===== src/rtl/arb_req_source.sv =====
// Requester-side agent for a req/grant arbiter: per-client job queues, fixed-length
// transfers on grant, grant legality checking and per-client grant counters.
module arb_req_source #(
    parameter int unsigned NumReq  = 3,
    parameter int unsigned XferLen = 4,
    parameter int unsigned CntW    = 8
) (
    input  logic                     clk,
    input  logic                     rst,
    input  logic [NumReq-1:0]        job_push,
    input  logic [NumReq-1:0]        grant_in,
    output logic [NumReq-1:0]        req_out,
    output logic [NumReq-1:0]        busy,
    output logic [NumReq*CntW-1:0]   pending_cnt,
    output logic [NumReq*CntW-1:0]   grant_cnt,
    output logic                     proto_err
);
    localparam int unsigned XW = (XferLen > 1) ? $clog2(XferLen) : 1;
    localparam logic [CntW-1:0] CntMax   = '1;
    localparam logic [XW-1:0]   XferLast = XW'(XferLen - 1);

    typedef enum logic [1:0] {
        IDLE = 2'd0,
        REQ  = 2'd1,
        XFER = 2'd2
    } state_t;

    state_t                  state_q [NumReq];
    state_t                  state_d [NumReq];
    logic [XW-1:0]           xcnt_q  [NumReq];
    logic [XW-1:0]           xcnt_d  [NumReq];
    logic [NumReq*CntW-1:0]  pend_d;
    logic [NumReq*CntW-1:0]  gcnt_d;
    logic [NumReq-1:0]       accept;
    logic [NumReq-1:0]       illegal;
    logic                    multi_hot;
    logic [NumReq-1:0]       req_d;
    logic [NumReq-1:0]       busy_d;

    // State register
    always_ff @(posedge clk) begin
        for (int i = 0; i < NumReq; i++) begin
            if (rst) begin
                state_q[i] <= IDLE;
                xcnt_q[i]  <= '0;
            end else begin
                state_q[i] <= state_d[i];
                xcnt_q[i]  <= xcnt_d[i];
            end
        end
    end

    // Next state, grant acceptance/legality and counter updates
    always_comb begin
        multi_hot = (grant_in & (grant_in - NumReq'(1))) != '0;
        pend_d    = pending_cnt;
        gcnt_d    = grant_cnt;
        accept    = '0;
        illegal   = '0;
        for (int i = 0; i < NumReq; i++) begin
            state_d[i] = state_q[i];
            xcnt_d[i]  = xcnt_q[i];
            accept[i]  = grant_in[i] && (state_q[i] == REQ) && !multi_hot;
            // The first XFER cycle tolerates a grant held over by a registered arbiter
            illegal[i] = grant_in[i] && ((state_q[i] == IDLE) ||
                         ((state_q[i] == XFER) && (xcnt_q[i] != '0)));

            if (job_push[i] && !accept[i]) begin
                if (pending_cnt[i*CntW +: CntW] != CntMax)
                    pend_d[i*CntW +: CntW] = pending_cnt[i*CntW +: CntW] + CntW'(1);
            end else if (accept[i] && !job_push[i]) begin
                pend_d[i*CntW +: CntW] = pending_cnt[i*CntW +: CntW] - CntW'(1);
            end
            if (accept[i])
                gcnt_d[i*CntW +: CntW] = grant_cnt[i*CntW +: CntW] + CntW'(1);

            case (state_q[i])
                IDLE: begin
                    if (pend_d[i*CntW +: CntW] != '0) state_d[i] = REQ;
                end
                REQ: begin
                    if (accept[i]) begin
                        state_d[i] = XFER;
                        xcnt_d[i]  = '0;
                    end
                end
                XFER: begin
                    if (xcnt_q[i] == XferLast) begin
                        state_d[i] = (pend_d[i*CntW +: CntW] != '0) ? REQ : IDLE;
                        xcnt_d[i]  = '0;
                    end else begin
                        xcnt_d[i] = xcnt_q[i] + XW'(1);
                    end
                end
                default: begin
                    state_d[i] = IDLE;
                    xcnt_d[i]  = '0;
                end
            endcase
        end
    end

    // Output decode from next state, registered below
    always_comb begin
        req_d  = '0;
        busy_d = '0;
        for (int i = 0; i < NumReq; i++) begin
            req_d[i]  = (state_d[i] == REQ);
            busy_d[i] = (state_d[i] == XFER);
        end
    end

    always_ff @(posedge clk) begin
        if (rst) begin
            req_out     <= '0;
            busy        <= '0;
            pending_cnt <= '0;
            grant_cnt   <= '0;
            proto_err   <= 1'b0;
        end else begin
            req_out     <= req_d;
            busy        <= busy_d;
            pending_cnt <= pend_d;
            grant_cnt   <= gcnt_d;
            proto_err   <= proto_err | multi_hot | (|illegal);
        end
    end

endmodule

===== config.mk =====
export PLATFORM = sky130hd
export DESIGN_NAME = arb_req_source
export DESIGN_NICKNAME = d
export VERILOG_FILES = /design/src/rtl/arb_req_source.sv
export SDC_FILE = /design/constraint.sdc
export NUM_CORES = 1
export LEC_CHECK = 0
export BUFFER_PORTS_ARGS = -buffer_cell sky130_fd_sc_hd__buf_2
export CORE_MARGIN = 2
export CORE_UTILIZATION = 52
export DETAILED_ROUTE_END_ITERATION = 7
export GPL_TIMING_DRIVEN = 0
export PLACE_DENSITY = 0.88
export REMOVE_ABC_BUFFERS = 1
export SLEW_MARGIN = 20
export SYNTH_ARGS = -nofsm -noshare
export SYNTH_HDL_FRONTEND = slang
export SYNTH_SLANG_ARGS = --single-unit

===== constraint.sdc =====
create_clock -name clk -period 2.5 [get_ports clk]
set_clock_uncertainty 0.2 [all_clocks]
set_input_delay 0.25 -clock clk [delete_from_list [all_inputs] [get_ports clk]]
set_output_delay 0.25 -clock clk [all_outputs]
set_load 0.005 [all_outputs]

### After elaboration in Yosys (flattened, before gate mapping)

Memory sizes are Yosys's and may differ from the RTL's.
Index checks and enable logic that the tools add are counted.

* $add $sub $neg: 13
* eq/ne operators: 18
* multiplexer cells: 42
* bitwise gates (word level): 9
* reductions and logical operators: 39

Operator list (count)
* $mux W8: 9
* $add A8 B1 Y8 const B: 6
* $mux W2: 21
* $pmux W2 S3: 6
* $ne A8 B8 Y1 const B: 3
* $reduce_bool A8 Y1: 3
* $sub A8 B1 Y8 const B: 3
* $eq A2 B2 Y1 const B: 9
* $logic_and A1 B1 Y1: 18
* $eq A2 B1 Y1 const B: 6
* $or A1 B1 Y1: 8
* $logic_not A1 Y1: 7
* $add A2 B1 Y2 const B: 3
* $logic_not A2 Y1: 3
* $mux W1: 6
* $reduce_bool A2 Y1: 3
* $and A3 B3 Y3: 1
* $logic_or A1 B1 Y1: 3
* $reduce_bool A3 Y1: 1
* $reduce_or A3 Y1: 1
* $sub A3 B1 Y3 const B: 1

* register bits after elaboration: 55
* RAM bits: 12
* output and inout bits: 55
* memories: 2

Memory list
* state_q: words 3, width 2, read ports 3, clocked after Yosys merged registers in 0, wr ports 3, line 28 `state_t state_q [NumReq];`
* xcnt_q: words 3, width 2, read ports 3, clocked after Yosys merged registers in 0, wr ports 3, line 30 `logic [XW-1:0] xcnt_q [NumReq];`

### Longest topological paths before layout

Gate-level depths: netlist (run 1).

* depth after elaboration: 13
* mapped depth: 9

### Worst setup path after synthesis (run 1)

No wires, ideal clock.

* kind: register to register
* from: register pending_cnt[8]
* to: register req_out[1]
* library setup time: 0.116 ns
* arrival: 2.051 ns
* data required time: 2.184 ns
* setup slack: 0.134 ns
* cell stages (with the launch flop): 10
* buffers on the path: 1
* cells stage by stage: dfxtp_1 clkbuf_1 inv_1 ha_1 nand2b_1 a221o_1 o311a_1 a211oi_2 nand4_1 a31o_1

* longest elaborated chain between the ends: 8
* elaborated cells on any way between the ends: 12
* classes of those cells: add/sub: 2; eq/ne: 2; mux: 7; reduce/logical: 1

RTL lines
* start, declared: line 14 `output logic [NumReq*CntW-1:0] pending_cnt,`
* start signal, assigned: line 123 `pending_cnt <= pend_d;`
* $sub A8 B1 Y8 (tied with other cells): line 72 `pend_d[i*CntW +: CntW] = pending_cnt[i*CntW +: CntW] - CntW'(1);`
* $mux W8 (on tied branches): line 71, 69
* $mux W8 (*): line 68 `if (job_push[i] && !accept[i]) begin`
* $reduce_bool A8 Y1 (*): line 79, 89
* $mux W1: line 89 `state_d[i] = (pend_d[i*CntW +: CntW] != '0) ? REQ : IDLE;`
* $mux W2: line 88 `if (xcnt_q[i] == XferLast) begin`
* $pmux W2 S3 (*): line 77 `case (state_q[i])`
* $eq A2 B1 Y1 (*): line 108 `req_d[i] = (state_d[i] == REQ);`
* end signal, assigned: line 121 `req_out <= req_d;`
* end, declared: line 12 `output logic [NumReq-1:0] req_out,`

Mark *: on every way between the ends. The rest lies on a longest branch, timed or not.
A chain may end at the register's enable or synchronous reset.

### Worst setup path after layout (run 1)

Same ends and word-level chain as after synthesis.

==> flow_summary_export.csv, run 1 <==
group,metric,value,unit
clock_network,cts.path.max_buffers,2,
power,power.density,582,nW/µm²
timing,slew_headroom,0.439,
timing,fin_crit_sh,0.966,
routing,viasPerCell,6.11,
logic_synthesis,yosysWarningCount,0,
timing,tightest_slew,830,ps
logic_synthesis,syn_area,4150,µm²
clock_network,cts_sinks,67,
setup_path,arrival,2450,ps
grt,gr-total-overflow,0,
power,vdd_ir_drop_max,0.000321,V
routing,routed_wirelength,9890,µm
setup_path,reg2reg_to,"req_out[1]",
grt,antenna_found_initial,0,
placement,port_buffers,62,
cells_and_area,post-route-util,0.612,
logic_synthesis,avgSynthCellArea,7.90,µm²
placement,dpl.cell_count,655,
clock_network,clk_latency,340,ps
setup_path,path_cells,"ha_1 > and3_1 > a22oi_2 > o311a_1 > a211oi_2 > nand4_1 > a31o_1",
grt,grt_pass1_wl,16400,µm
clock_network,cts_buffers,9,
setup_path,reg2reg_depth,7,
timing,setup_tns,0,ps
die,dieHeight,93.3,µm
logic_synthesis,synth_async_sr_flop_share,0,
clock_network,ctsHoldBuffers,0,
die,die-area,8710,µm²
timing,hold_slack,65.3,ps
routing,avgRoutedWirePerCell,14.7,µm
logic_synthesis,synth-edff-count,0,
timing,slew_violations,0,
clock_network,clk_pin_slew,80,ps
timing,finalHoldViolCount,0,
die,row_count,32,
placement,place.gp.congestion,0.961,
logic_synthesis,ys.flop_type,"dfxtp_1",
logic_synthesis,ys_top_cells_by_area,"dfxtp_1 32%, nor2_1 7.0%, ha_1 4.5%",
setup_path,cp-start-kind,"flop",
setup_path,cp_slowest_stage_delay,460,ps
logic_synthesis,seq_area_frac_synth,0.323,
cells_and_area,antennaDiodeCount,0,
routing,drcViolationCount,0,
min_path,holdCritStartpoint,"grant_in[0]",
setup_path,critPathMaxFanout,11,
grt,track_usage,0.227,
setup_path,criticalPathCategory,"flop to flop",
power,leakage,1.88,nW
setup_path,critical_path.top_delay_family,"compound AO/OA/AOI/OAI gates",
setup_path,required,2540,ps
cells_and_area,drive_above_1_share,0.196,
setup_path,path_depth,7,
min_path,hp-class,"input port to flop",
die,core,7730,µm²
setup_path,path_buf_inv,0,
cells_and_area,area_growth,13.9,%
routing,vias,4106,
status,status,"complete, no violations",
routing,postRouteAntennaNets,0,
grt,grt_max_degree,68,
logic_synthesis,ys_seq_elements,67,
logic_synthesis,synth.distinct_cells,70,
die,dieWidth,93.3,µm
placement,dp_hpwl,6760,µm
setup_path,rrSetupSlack,90,ps
timing,finalCriticalPeriod,2410,ps
die,io_pins,63,
min_path,hold_depth,3,
setup_path,crit_slowest_cell,"dfxtp_2",
cells_and_area,final_net_count,588,
logic_synthesis,syn-instance-count,525,
clock_network,htree_levels,3,
setup_path,end_kind,"flop",
logic_synthesis,yosys.area.top_type_share,0.323,
timing,setup_violations,0,
min_path,hold_end,"proto_err",
cells_and_area,finalNonFillerCells,672,
logic_synthesis,yosysTopAreaCell,"dfxtp_1",
setup_path,rr_startpoint,"pending_cnt[8]",
die,start_util,0.537,
flow_run,maxCapViolations,0,
timing,max_freq,414,MHz
clock_network,cts_tree,"built",
routing,drt_iter0_drc,368,
grt,grt_pass1_vias,3638,
clock_network,cts_root_buf,"clkbuf_8",
routing,first_pass_iters,5,
-- timing repair --
item	4_1_cts	5_1_grt
endpoints found under the hold margin	0	0
setup buffers	0	1
endpoints found under the setup margin	8	10
resized for setup	7	15
pin swaps	0	1
-- final cells by class --
cell class              count  area (µm²)
fillers                   684        3000
clock inverters             6        90.1
multi-input cells         404        2630
clock buffers              10         128
well taps                 102         128
flip-flops and latches     67        1360
repair buffers             63         320
inverters                  20        75.1
-- per-stage QoR --
step                worst slack [ps]  total power, mW  area, µm²
CTS                             25.3             2.74       4680
detailed placement              -293             1.75       4450
finish                          85.4             2.75       4730
floorplan                        221             1.57       4010
global placement                -272             1.73       4440
global route                   -4.46             2.90       4730
-- per-layer routing --
layer | GRT usage | vias to the layer above | share of wire
li1 | - | 1993 | -
met1 | 0.298 | 1924 | 0.44
met2 | 0.364 | 169 | 0.48
met3 | 0.0500 | 20 | 0.069
met4 | 0.0907 | 0 | 0.015
met5 | 0 | - | 0
-- where the power goes --
| group | switching [mW] | leakage [nW] | internal (mW) | total [mW] |
|---|---|---|---|---|
| clock network | 0.429 | 0.106 | 0.564 | 0.993 |
| logic | 0.289 | 1.23 | 0.224 | 0.513 |
| registers | 0.114 | 0.550 | 1.13 | 1.24 |
-- worst register-to-register path, delay by kind of cell (launching register included) --
kind,cells,cell delay [ps]
fa+ha+maj,1,250
flops,1,460
compound gates,4,960
simple gates,2,440
-- synth_stat cells, drive strengths merged, types with 10 or more instances --
master and instances:
nand4 21, nor2 77, a211oi 13, nor3 13, clkbuf 24, inv 20
ha 15, xnor2 15, nand2 39, nand2b 10, buf 10, xor2 17
dfxtp 67, nand3 16, o21ai 14, a21oi 35
-- kinds of logic (layout without fill, tap and decap cells) --
group | Yosys count | count (layout) | share of synthesized area
AOI/OAI and AO/OA | 129 | 129 | 0.221
xor gates and xnor gates | 32 | 32 | 0.0676
adders and majority gates | 15 | 15 | 0.0452
buffers and inverters | 54 | 99 | 0.0525
DFF | 67 | 67 | 0.323
muxes | 5 | 5 | 0.0127
and+or+nand+nor | 223 | 223 | 0.277
-- sequential cells by signal, indices dropped and copies added (netlist names) --
| register | flops |
|---|---|
| xcnt_q | 6 |
| busy | 3 |
| state_q | 6 |
| proto_err | 1 |
| pending_cnt | 24 |
| grant_cnt | 24 |
| req_out | 3 |
-- layout by cell type, fill, tap and decap left out, types with 15 or more instances in the layout --
| master | n |
|---|---|
| inv_1 | 20 |
| dfxtp_1 | 57 |
| nand4_1 | 20 |
| nand3_1 | 16 |
| nand2_1 | 38 |
| a21oi_1 | 35 |
| xor2_1 | 17 |
| nor2_1 | 76 |
| buf_2 | 61 |
| xnor2_1 | 15 |
-- worst max-delay path by stage --
stage / startpoint / end / slack [ps]
final: pending_cnt[8] / req_out[1] / 90
after global routing: pending_cnt[8] / req_out[1] / -4
after CTS: state_q[2][1] / grant_cnt[23] / 30
after detailed placement: grant_in[2] / req_out[0] / -290
after global placement: grant_in[2] / req_out[0] / -270
after floorplan: pending_cnt[16] / req_out[2] / 220
(Power assumes the default switching activity.)
==> inputs of run 2 (changes only) <==
- BUFFER_PORTS_ARGS: -buffer_cell sky130_fd_sc_hd__buf_2 -> -buffer_cell sky130_fd_sc_hd__clkbuf_2
- CELL_PAD_IN_SITES_DETAIL_PLACEMENT: default -> 0
- CELL_PAD_IN_SITES_GLOBAL_PLACEMENT: default -> 1
- CORE_UTILIZATION: 52 -> 38
- PLACE_DENSITY: 0.88 -> 0.87
- TNS_END_PERCENT: default -> 30
==> run 2 against run 1 <==
First-iteration DRC count fell by 39%. Register-to-register slack improved by 30 ps. Cell count rose by 5.8%. Critical path depth stayed put. Sequential power about the same. Clock power decreased by 15%. Sequential share of layout area is 0.069 points lower. Worst hold slack got worse by 2.2 ps. Combinational power is essentially flat. Critical path type unchanged. Critical endpoint is now state_q[1][0].
==> flow_summary_export.csv, run 2 (same netlist as run 1, synthesis figures left out) <==
group,metric,value,unit
setup_path,arrival,2430,ps
clock_network,cts.path.max_buffers,2,
routing,drcViolationCount,0,
clock_network,clk_latency,350,ps
clock_network,cts_sinks,67,
setup_path,criticalPathCategory,"flop to flop",
timing,slew_headroom,0.480,
timing,slew_violations,0,
grt,grt_pass1_wl,17000,µm
cells_and_area,seq_area,1360,µm²
grt,track_usage,0.178,
timing,setup_tns,0,ps
cells_and_area,antennaDiodeCount,0,
timing,max_freq,419,MHz
grt,grt_pass1_vias,3661,
placement,place_ws,-455,ps
cells_and_area,most-common-layout-cells,"76 x nor2_1, 61 x clkbuf_2, 55 x dfxtp_1, 37 x nand2_1, 35 x a21oi_1",
grt,antenna_found_initial,0,
timing,rsz0062_at_grt,"no",
setup_path,cp-start-kind,"flop",
cells_and_area,area_growth,14.6,%
clock_network,htree_levels,3,
cells_and_area,final_common_cell,"nor2_1",
flow_run,maxCapViolations,0,
die,dieWidth,108,µm
routing,postRouteAntennaNets,0,
cells_and_area,multi_input_area,2630,µm²
die,die-area,11800,µm²
routing,first_pass_iters,4,
power,vdd_ir_drop_max,0.000360,V
routing,viasPerCell,5.68,
timing,setup_ws,112,ps
timing,fin_crit_sh,0.955,
clock_network,cts_root_buf,"clkbuf_8",
placement,dp_hpwl,6900,µm
power,power.density,546,nW/µm²
die,io_pins,63,
status,status,"complete, no violations",
grt,gr-total-overflow,0,
setup_path,required,2550,ps
placement,place.gp.congestion,0.884,
die,core,10700,µm²
clock_network,cts_tree,"built",
timing,finalHoldViolCount,0,
cells_and_area,fillers,1120,
cells_and_area,drive_above_1_share,0.201,
routing,drt_iter0_drc,226,
routing,avgRoutedWirePerCell,14.1,µm
cells_and_area,top_regs,"grant_cnt (24), pending_cnt (24)",
setup_path,end_kind,"flop",
timing,tightest_slew,774,ps
power,leakage,1.84,nW
die,dieHeight,108,µm
placement,port_buffers,62,
die,row_count,38,
clock_network,ctsHoldBuffers,0,
die,start_util,0.386,
timing,finalCriticalPeriod,2390,ps
routing,routed_wirelength,10000,µm
setup_path,critPathMaxFanout,9,
timing,setup_violations,0,
clock_network,clk_pin_slew,70,ps
cells_and_area,final_net_count,590,
clock_network,cts_buffers,9,
min_path,hp-class,"input port to flop",
routing,vias,4039,
grt,grt_max_degree,68,
==> run 2: repair_timing <==
action                                  in CTS  in global routing
gates resized for setup                     10                 17
endpoints found under the setup margin      15                  9
buffers inserted                             0                  3
==> run 2: final timing paths <==
path,start,end,slack (ps),cells after the start
setup / recovery,pending_cnt[9],state_q[1][0],110,7
hold / removal,grant_in[1],proto_err,60,3
setup reg to reg,pending_cnt[9],state_q[1][0],110,7
hold reg to reg,grant_cnt[23],grant_cnt[23],290,2
==> run 2: metal layers <==
layer,track usage,share of wire,up-vias
met3,0.0404,0.054,13
met4,0.0623,0.013,0
li1,-,-,2014
met5,0,0,-
met1,0.232,0.46,1918
met2,0.288,0.47,94
==> run 2: per-stage QoR <==
| step | util | hold WS [ps] | cells | instance area (µm²) | power (mW) |
|---|---|---|---|---|---|
| after global routing | 0.443 | 93.6 | 711 | 4760 | 2.75 |
| after global placement | 0.418 | 277 | 693 | 4490 | 1.74 |
| after floorplan | - | 119 | 491 | 4010 | 1.57 |
| after CTS | 0.437 | 43.9 | 708 | 4700 | 2.62 |
| after detailed placement | 0.418 | 284 | 693 | 4490 | 1.75 |
| final | 0.443 | 63.1 | 711 | 4760 | 2.60 |
==> run 2: where the power goes <==
part	switching, mW	total [mW]	internal [mW]
Clock	0.406	0.843	0.437
Combinational	0.285	0.510	0.224
Sequential	0.113	1.24	1.13
Total	0.804	2.60	1.79
==> run 2: area by class of cell <==
class / instances / share of cell area
clock inverter: 1 / 0.00158
timing repair buffer: 65 / 0.0705
inverter: 20 / 0.0158
clock buffer: 14 / 0.0363
multi-input combinational: 404 / 0.552
sequential: 67 / 0.287
tap: 140 / 0.0368
==> run 2: worst max-delay path: stages, from the launching register on <==
cell and delay [ps]:
dfxtp_2 430, ha_1 250, and3_2 270, a22oi_2 120, o311a_1 340, a211oi_2 250, nand4_1 180, a31o_1 250
==> inputs of run 3 (changes only) <==
- GPL_TIMING_DRIVEN: 0 -> default
- SKIP_CTS_REPAIR_TIMING: default -> 1
==> run 3 against run 2 <==
Sequential share of layout area is 2.1 points lower. Total power is 8.5% higher. Non-clock buffer count is 44 higher. Wire length is 7.5% higher. First-iteration DRC count is 25% lower. Count of clock-buffer cells in the layout is 3 lower. Worst setup slack better by 11 ps. Highest routed layer unchanged. Worst hold slack worse by 28 ps. Fmax is 0.47% higher. Global-route usage is 1.3 points higher.
==> flow_summary_export.csv, run 3 (same netlist as run 1, synthesis figures left out) <==
group,metric,value,unit
status,status,"complete, no violations",
routing,drt_iter0_drc,170,
placement,dp_hpwl,7990,µm
cells_and_area,top_regs,"grant_cnt (24), pending_cnt (24)",
power,pwr-share-comb,0.223,
clock_network,htree_levels,3,
timing,finalHoldViolCount,0,
die,core,10700,µm²
clock_network,cts_buffers,9,
power,p_clk_frac,0.352,
timing,setup_violations,0,
setup_path,critPathMaxFanout,7,
cells_and_area,final_common_cell,"nor2_1",
power,leakage,2.06,nW
grt,grt_pass1_wl,17900,µm
placement,placed_area,4840,µm²
timing,slew_headroom,0.624,
power,vdd_ir_drop_max,0.000245,V
routing,routed_wirelength,10800,µm
routing,avgRoutedWirePerCell,14.3,µm
setup_path,path_buf_inv,1,
power,power.density,557,nW/µm²
cells_and_area,drive_above_1_share,0.232,
routing,vias,4222,
grt,grt_max_degree,25,
min_path,hp-class,"input port to flop",
clock_network,clk_latency,360,ps
setup_path,cp_slowest_stage_delay,440,ps
clock_network,cts.path.max_buffers,2,
timing,finalCriticalPeriod,2380,ps
placement,port_buffers,62,
setup_path,end_kind,"flop",
setup_path,rrSetupSlack,120,ps
clock_network,cts_tree,"built",
cells_and_area,antennaDiodeCount,0,
die,io_pins,63,
timing,max_freq,421,MHz
power,p_switching,0.849,mW
cells_and_area,area_growth,22.0,%
placement,place.gp.congestion,0.873,
cells_and_area,final_net_count,634,
cells_and_area,most-common-layout-cells,"77 x nor2_1, 65 x dfxtp_1, 62 x clkbuf_2, 47 x buf_4, 38 x nand2_1",
setup_path,critical_path.top_delay_family,"simple AND/OR/NAND/NOR gates",
routing,drcViolationCount,0,
clock_network,cts_sinks,67,
routing,postRouteAntennaNets,0,
power,switching_share,0.301,
power,seqPwrFrac,0.425,
setup_path,path_depth,7,
flow_run,maxCapViolations,0,
setup_path,required,2550,ps
setup_path,reg2reg_depth,7,
cells_and_area,stdcell_area,5060,µm²
timing,setup_ws,124,ps
die,start_util,0.386,
clock_network,cts_root_buf,"clkbuf_8",
setup_path,crit_slowest_cell,"nor4_1",
power,power.internal,1.97,mW
timing,fin_crit_sh,0.951,
die,row_count,38,
die,dieWidth,108,µm
timing,rsz0062_at_grt,"no",
die,die-area,11800,µm²
routing,first_pass_iters,5,
min_path,hold_depth,3,
setup_path,arrival,2420,ps
timing,slew_violations,0,
grt,gr-total-overflow,0,
die,dieHeight,108,µm
setup_path,cp-start-kind,"flop",
placement,place_ws,101,ps
routing,viasPerCell,5.58,
timing,tightest_slew,565,ps
grt,antenna_found_initial,0,
clock_network,clk_pin_slew,80,ps
timing,setup_tns,0,ps
setup_path,criticalPathCategory,"flop to flop",
grt,track_usage,0.191,
cells_and_area,fillers,1086,
setup_path,path_cells,"buf_4 > and4_1 > nand4_1 > mux2_2 > nor4_1 > o211ai_1 > o31a_1",
grt,grt_pass1_vias,3909,
## run 3: worst reg2reg max path, stage by stage, from the launching register on
cell and delay (ps):
dfxtp_1 370, buf_4 170, and4_1 200, nand4_1 100
mux2_2 300, nor4_1 440, o211ai_1 220, o31a_1 270
## run 3: layout make-up
type | count | area, µm² | area share
Inverter | 20 | 75.1 | 0.0148
Tap cell | 140 | 175 | 0.0346
Timing Repair Buffer | 109 | 663 | 0.131
Sequential cell | 67 | 1340 | 0.266
Clock inverter | 5 | 77.6 | 0.0153
Multi-Input combinational cell | 404 | 2590 | 0.513
Clock buffer | 11 | 131 | 0.0260
## run 3: through the flow
stage | util | instances | hold slack [ps] | total power [mW]
after global routing | 0.471 | 756 | 55.0 | 2.98
final | 0.471 | 756 | 35.4 | 2.82
after CTS | 0.470 | 756 | 8.09 | 2.85
after floorplan | - | 491 | 119 | 1.57
after global placement | 0.451 | 740 | 279 | 1.83
after detailed placement | 0.451 | 740 | 287 | 1.84
## run 3: worst paths after layout
path	start	to
worst max-delay path	pending_cnt[17]	req_out[2]
worst min-delay path	grant_in[0]	proto_err
worst max register to register	pending_cnt[17]	req_out[2]
worst min register to register	grant_cnt[17]	grant_cnt[17]
## run 3: metal layers
layer	vias up	wire length, µm	track usage
met5	-	0	0
met4	0	72	0.0604
met3	7	678	0.0555
met2	119	5020	0.306
met1	1996	5030	0.246
li1	2100	-	-
## run 3: power groups by stage
stage	registers, mW	logic, mW	clock network (mW)
after floorplan	1.24	0.336	0
after global placement	1.21	0.614	0
after detailed placement	1.22	0.622	0
after CTS	1.20	0.625	1.03
after global routing	1.21	0.704	1.07
final	1.20	0.629	0.993
